===== src/rtl/dct8_odd_acc.sv =====
// Odd-part accumulator of the 8-point DCT-II: folds four product sets
// (18/50/75/89 * o_k) into y1, y3, y5, y7 behind a registered valid/ready output.
module dct8_odd_acc #(
    parameter int IN_W  = 27,
    parameter int OUT_W = 29
) (
    input  logic                    clk,
    input  logic                    rst_n,
    input  logic                    in_valid,
    output logic                    in_ready,
    input  logic signed [IN_W-1:0]  x18,
    input  logic signed [IN_W-1:0]  x50,
    input  logic signed [IN_W-1:0]  x75,
    input  logic signed [IN_W-1:0]  x89,
    output logic                    out_valid,
    input  logic                    out_ready,
    output logic signed [OUT_W-1:0] y1,
    output logic signed [OUT_W-1:0] y3,
    output logic signed [OUT_W-1:0] y5,
    output logic signed [OUT_W-1:0] y7
);

    localparam int EXT = OUT_W - IN_W;

    logic [1:0]              k_q, k_d;
    logic                    vld_q, vld_d;
    logic signed [OUT_W-1:0] acc_q [4];
    logic signed [OUT_W-1:0] acc_d [4];
    logic signed [OUT_W-1:0] y_q   [4];
    logic signed [OUT_W-1:0] y_d   [4];
    logic signed [OUT_W-1:0] term  [4];
    logic signed [OUT_W-1:0] base  [4];
    logic signed [OUT_W-1:0] sum   [4];
    logic [3:0]              neg;
    logic signed [OUT_W-1:0] e18, e50, e75, e89;
    logic                    fire;

    assign e18 = {{EXT{x18[IN_W-1]}}, x18};
    assign e50 = {{EXT{x50[IN_W-1]}}, x50};
    assign e75 = {{EXT{x75[IN_W-1]}}, x75};
    assign e89 = {{EXT{x89[IN_W-1]}}, x89};

    // The last beat may only land once the held result has gone or is leaving.
    assign in_ready  = (k_q != 2'd3) || !vld_q || out_ready;
    assign fire      = in_valid && in_ready;
    assign out_valid = vld_q;
    assign y1        = y_q[0];
    assign y3        = y_q[1];
    assign y5        = y_q[2];
    assign y7        = y_q[3];

    // Column k of the odd-part coefficient matrix; neg bit i subtracts term i.
    always_comb begin
        term = '{e89, e75, e50, e18};
        neg  = 4'b0000;
        unique case (k_q)
            2'd0: begin
                term = '{e89, e75, e50, e18};
                neg  = 4'b0000;
            end
            2'd1: begin
                term = '{e75, e18, e89, e50};
                neg  = 4'b1110;
            end
            2'd2: begin
                term = '{e50, e89, e18, e75};
                neg  = 4'b0010;
            end
            2'd3: begin
                term = '{e18, e50, e75, e89};
                neg  = 4'b1010;
            end
        endcase
    end

    always_comb begin
        for (int i = 0; i < 4; i++) begin
            base[i] = (k_q == 2'd0) ? '0 : acc_q[i];
            sum[i]  = neg[i] ? base[i] - term[i] : base[i] + term[i];
        end
    end

    always_comb begin
        k_d   = k_q;
        vld_d = vld_q;
        acc_d = acc_q;
        y_d   = y_q;
        if (vld_q && out_ready)
            vld_d = 1'b0;
        if (fire) begin
            k_d   = k_q + 2'd1;
            acc_d = sum;
            if (k_q == 2'd3) begin
                y_d   = sum;
                vld_d = 1'b1;
            end
        end
    end

    always_ff @(posedge clk or negedge rst_n) begin
        if (!rst_n) begin
            k_q   <= 2'd0;
            vld_q <= 1'b0;
            for (int i = 0; i < 4; i++) begin
                acc_q[i] <= '0;
                y_q[i]   <= '0;
            end
        end else begin
            k_q   <= k_d;
            vld_q <= vld_d;
            acc_q <= acc_d;
            y_q   <= y_d;
        end
    end

endmodule


===== config.mk =====
export PLATFORM = sky130hd
export DESIGN_NAME = dct8_odd_acc
export DESIGN_NICKNAME = d
export VERILOG_FILES = /design/src/rtl/dct8_odd_acc.sv
export SDC_FILE = /design/constraint.sdc
export NUM_CORES = 1
export LEC_CHECK = 0
export BUFFER_PORTS_ARGS = -buffer_cell sky130_fd_sc_hd__buf_2
export CAP_MARGIN = 20
export CORE_MARGIN = 10
export CORE_UTILIZATION = 55
export DETAILED_ROUTE_END_ITERATION = 10
export PLACE_DENSITY = 0.88
export RECOVER_POWER = 25
export REMOVE_ABC_BUFFERS = 1
export SLEW_MARGIN = 20
export SYNTH_ARGS = -nofsm -noshare
export SYNTH_HDL_FRONTEND = slang
export SYNTH_SLANG_ARGS = --single-unit

===== constraint.sdc =====
create_clock -name clk -period 5.6 [get_ports clk]
set_input_delay 1.12 -clock clk [delete_from_list [all_inputs] [get_ports clk]]
set_output_delay 1.12 -clock clk [all_outputs]
set_load 0.05 [all_outputs]

# Word-level counts from Yosys, hierarchy flattened
# Cells that the tools add are included.
# op_classes
muxes	13
shifts	0
n_reduce_logical	7
n_eq_ne	4
div_mod_pow	0
mul	0
order_cmp	0
add_sub_neg	9
bitwise_logic	0
# ops
operator	n
116-bit case mux with 4 select lines	1
29-bit two-way mux	8
29-bit adder	4
29-bit subtractor	4
4-bit case mux with 4 select lines	1
2-bit equality test, second input constant	2
1-bit two-way mux	3
2-bit by 1-bit adder with 2-bit output, second input constant	1
2-bit by 1-bit equality test with 1-bit output, second input constant	1
1-bit logical AND	2
2-bit logical NOT	1
1-bit logical OR	2
2-bit != test, second input constant	1
2-bit AND reduction	1
1-bit logical NOT	1
# totals
romBits	0
out_inout_bits	118
reg_bits	235
mem_count	0
ramBits	0
latch_bits	0

# Logic depth before layout (Yosys ltp)
# depth
depth_word	5
ltp_mapped	33

# Worst setup path after synthesis
# No wires, ideal clock.
# synth_path
kind	reg-to-reg
from	register k_q[0]
to	register acc_q[28] (netlist name)
required_ns	5.475
path_stages_with_launch	30
slack_ns	-0.571
synth_period_minus_slack_ns	6.171
t_arrival_ns	6.047
setup_ns	0.125
n_path_buf	9
path_cell_list	dfrtp_1 > inv_1 > ha_1 > buf_2 > inv_2 > buf_6 > buf_2 > buf_2 > buf_2 > buf_2 > buf_2 > buf_2 > buf_1 > mux2_2 > inv_1 > ha_1 > and2_1 > nand3b_1 > o31ai_1 > xor2_1 > ha_1 > and4_1 > a221o_1 > a31oi_1 > a211oi_1 > o31ai_1 > o31ai_1 > a21oi_1 > xnor3_1 > mux2_2
# synth_between
elab_chain_cells	4
word_cells_on_any_way	14
# synth_rtl
item	line_no	source
start: declaration	25	logic [1:0] k_q, k_d;
start signal: assignment	109	k_q <= k_d;
2-bit equality test (tied with other cells)	56	unique case (k_q)
116-bit case mux with 4 select lines (tied with other cells)	56	
29-bit adder (tied with other cells)	79	sum[i] = neg[i] ? base[i] - term[i] : base[i] + term[i];
29-bit two-way mux or 1-bit logical AND (tied branches)	79, 45	
end signal: indexed assignment	105	acc_q[i] <= '0;
end signal: assignment	111	acc_q <= acc_d;
end: declaration	27	logic signed [OUT_W-1:0] acc_q [4];
# Several ways; a longest one is shown, not always the timed one. The select of a mux whose other input is x is not followed.
# A chain may end at the register's enable or synchronous reset.

# Final worst setup path
# layout_path
from	register k_q[0]
to	register y_q, in the netlist y7[28]
# layout_between
elab_chain_cells	5
word_cells_on_any_way	15
# layout_rtl
item	line_no	source
parallel branches: the longest is 5 deep, another holds 29-bit adder	n/a	
end signal: assignment	112	y_q <= y_d;
end: declaration	29	logic signed [OUT_W-1:0] y_q [4];
# Several ways; the timed one is not identified. The select of a mux whose other input is x is not followed.

==> impl_summary.txt <==
----------------------------------------------------
[Critical path]
  Kind of launch point of the worst setup path ... flop
  CP max FO ... 18
  Required time reported for the critical path endpoint ... 6.03 ns
  CP Class ... flop to flop
  Worst path arrival time ... 5.81 ns
  Crit end category ... flop

[Placement]
  Port bufs ... 229
  Detailed Place HPWL ... 48250 um
  Routability Congestion ... 0.9530
  Setup slack at placement ... -0.1276 ns

[Drt]
  1st-iter DRT viols ... 2202
  Average wire per standard cell ... 20.22 um
  Detail Route Antenna Nets ... 0
  Number of detailed-route iterations in the first pass ... 11
  Average via count per standard cell ... 6.150
  Final routed wirelength across all metal layers ... 63800 um
  Routed via count ... 19400
  Residual DRC ... 0

[Final layout]
  Share of final-layout standard cells stronger than drive strength 1 ... 0.2206
  Filler Cell Count ... 2941
  Number of nets at the end of the flow ... 2894
  Area of the multi-input gates ... 13280 um^2
  Area occupied by registers ... 5883 um^2
  Syn-to-layout area delta ... 16.72%

[Clocking]
  Clock transition at path regs ... 0.07 ns
  CTS max path bufs ... 3
  Count of hold buffers inserted by post-cts repair ... 0
  Clock tree from TritonCTS ... done
  Number of levels the H-tree was split into ... 1
  CTS Sinks ... 235
  Master cell of the clock root buffer ... clkbuf_16
  TritonCTS buffer count ... 26
  Clk Latency, worst-skew pair ... 0.56 ns

[Logic synthesis]
  Dominant cells by area after synthesis ... dfrtp_1, ha_1, nand2_1
  Count of unique library cells instantiated by Yosys ... 84
  Synth warn ... 0
  Number of flip-flops and latches in the synthesized netlist ... 235
  Number of instances in the synthesized netlist ... 2379
  Fraction of synthesized cell area taken by the top area cell type ... 0.2959
  Top_reg_cell synth ... dfrtp_1
  Ys async rst share ... 1.000
  Netlist area before placement ... 19870 um^2
  Cell taking the most area after synthesis ... dfrtp_1
  Sequential area share after synthesis ... 0.2959
  Number of synthesized flops with an enable pin ... 0
  Post-Syn Area per Cell ... 8.353 um^2

[Timing]
  Post-layout minimum cycle time ... 5.389 ns
  Max transition margin ... -0.9257
  Worst-margin pin slew ... 2.889 ns
  Setup skew after layout ... 0.01768 ns
  RSZ-0062 raised after global routing ... yes
  Total setup violations reported at the end of the flow ... 0
  Count of final hold-check violations ... 0
  Post-route clock period utilization ... 0.9624
  Number of pins exceeding their max-slew limit in the final report ... 238
  Max Fclk ... 185.6 MHz
  PnR worst setup slack ... 0.2107 ns

[Min path]
  Type of the worst min-delay path ... flop to flop

[Global routing]
  Vias in the first global route ... 18720
  Antenna violations before repair ... 24
  All-layer global routing usage ... 0.2745
  Maximum number of pins on one net before global-route repair ... 122
  Global-route wire length before repair ... 100100 um
  Remaining global-route overflow ... 0

[Flow run]
  Maximum Capacitance Violations ... 2

[Outcome]
  Violations in the final reports ... capacitance limit, slew limit
  Result of the run ... complete, but fails checks

[Floorplan]
  Starting utilization of the core area ... 0.5587
  Y dimension of the die ... 210.1 um
  Floorplan die area ... 44140 um^2
  Die W ... 210.1 um
  Area of the core region ... 35570 um^2
  Number of cell rows ... 69
  Number of primary I/O pins ... 230

----------------------------------------------------
## repair_timing
| item | CTS | global route |
|---|---|---|
| buffers inserted | 0 | 5 |
| gates resized for setup | 0 | 18 |
| endpoints found under the setup margin | 0 | 41 |
## per-layer routing
metal / GRT usage / up-vias / share of wire / routed length, um
li1: - / 9124 / - / -
met1: 0.3442 / 9336 / 0.40 / 25460
met2: 0.4780 / 807 / 0.50 / 31690
met3: 0.04480 / 127 / 0.078 / 4972
met4: 0.07418 / 10 / 0.025 / 1600
met5: 0 / - / 0.0012 / 76
## critical path, cell delays in order, from the launching register on
cell and delay (ns):
dfrtp_2 0.44, inv_1 0.15, ha_4 0.28, buf_4 0.20, a222oi_1 0.41, nand2_1 0.14
o32ai_1 0.18, nand2_1 0.14, buf_4 0.16, or3_1 0.32, nand2_1 0.08, xor2_1 0.23
ha_1 0.30, and4_1 0.18, a221o_1 0.33, a31oi_1 0.23, a211oi_2 0.12, o31ai_1 0.27
buf_4 0.16, o31ai_1 0.06, a21oi_1 0.17, xnor3_1 0.42, mux2_2 0.27
## cells in the mapped netlist (17+ instances only)
master	n
nand2_1	397
dfrtp_1	235
a21oi_1	173
o21ai_0	159
nor2_1	140
xnor2_1	129
nor2b_1	128
ha_1	121
mux2_2	120
a222oi_1	87
clkbuf_1	73
xor2_1	69
a21o_1	57
inv_1	49
nand2b_1	39
buf_2	37
nor3_1	31
nand3_1	30
a31oi_1	24
a22oi_1	21
o21a_1	20
o31ai_1	17
## layout by cell type, fill, tap and decap left out, types with 9 or more instances in the layout
| cell type | instances |
|---|---|
| nand2_1 | 395 |
| dfrtp_1 | 233 |
| buf_2 | 228 |
| a21oi_1 | 172 |
| o21ai_0 | 157 |
| buf_4 | 150 |
| nor2_1 | 139 |
| xnor2_1 | 129 |
| nor2b_1 | 127 |
| mux2_2 | 120 |
| ha_1 | 117 |
| a222oi_1 | 87 |
| xor2_1 | 68 |
| a21o_1 | 57 |
| inv_1 | 49 |
| nand2b_1 | 39 |
| nor3_1 | 30 |
| nand3_1 | 30 |
| clkbuf_16 | 27 |
| a31oi_1 | 24 |
| a22oi_1 | 21 |
| diode_2 | 20 |
| o21a_1 | 20 |
| o31ai_1 | 16 |
| o21bai_1 | 15 |
| or3_1 | 12 |
| and2_1 | 9 |
| and3_1 | 9 |
## flip-flops by register name (all words and copies together) (netlist names)
name	flops
y3	29
out_valid	1
y1	29
acc_q	116
y5	29
y7	29
k_q	2
## area by class of cell
cell class              instances  area share
flip-flops and latches        235      0.2536
clock inverters                12    0.005070
clock buffers                  33     0.03096
diodes                         20    0.002158
well taps                     461     0.02487
inverters                      50    0.008199
multi-input cells            1958      0.5724
repair buffers                386      0.1027
## kinds of logic (layout without fill, tap and decap cells)
group                    Yosys count  count (layout)  share of synthesized area
adder cells (fa/ha/maj)          125             125                    0.08021
XOR/XNOR                         199             199                    0.08840
buffers and inverters            186             481                    0.04218
flip-flops                       235             235                     0.2959
AO/OA/AOI/OAI                    660             660                     0.2216
AND/OR/NAND/NOR                  845             845                     0.1990
other                              0              20                          0
multiplexers                     129             129                    0.07266
## stage by stage
stage | hold WS (ns) | TNS (ns) | util | cell area, um^2 | std cells
2_1_floorplan | 0.4379 | -798.09 | - | 19220 | 2243
3_3_place_gp | 0.4496 | -0.1526 | 0.6249 | 22230 | 3085
3_5_place_dp | 0.4544 | -0.9144 | 0.6249 | 22230 | 3085
4_1_cts | 0.4693 | 0 | 0.6484 | 23060 | 3130
5_1_grt | 0.4936 | -0.1628 | 0.6516 | 23180 | 3147
6_report | 0.4664 | 0 | 0.6521 | 23200 | 3155
## path summary, 6_finish.rpt
check                          start   endpoint  slack [ns]  depth (start not counted)
setup / recovery              k_q[0]     y7[28]        0.21                         22
hold / removal             acc_q[64]  acc_q[64]        0.47                          2
setup reg to reg              k_q[0]     y7[28]        0.21                         22
hold reg to reg            acc_q[64]  acc_q[64]        0.47                          2
max in group asynchronous      rst_n     y5[28]        1.08                          2
min in group asynchronous      rst_n      y7[3]        1.43                          1
Power is not shown: default switching activity piles up to over one toggle a cycle in this logic, so the estimate is an artifact.
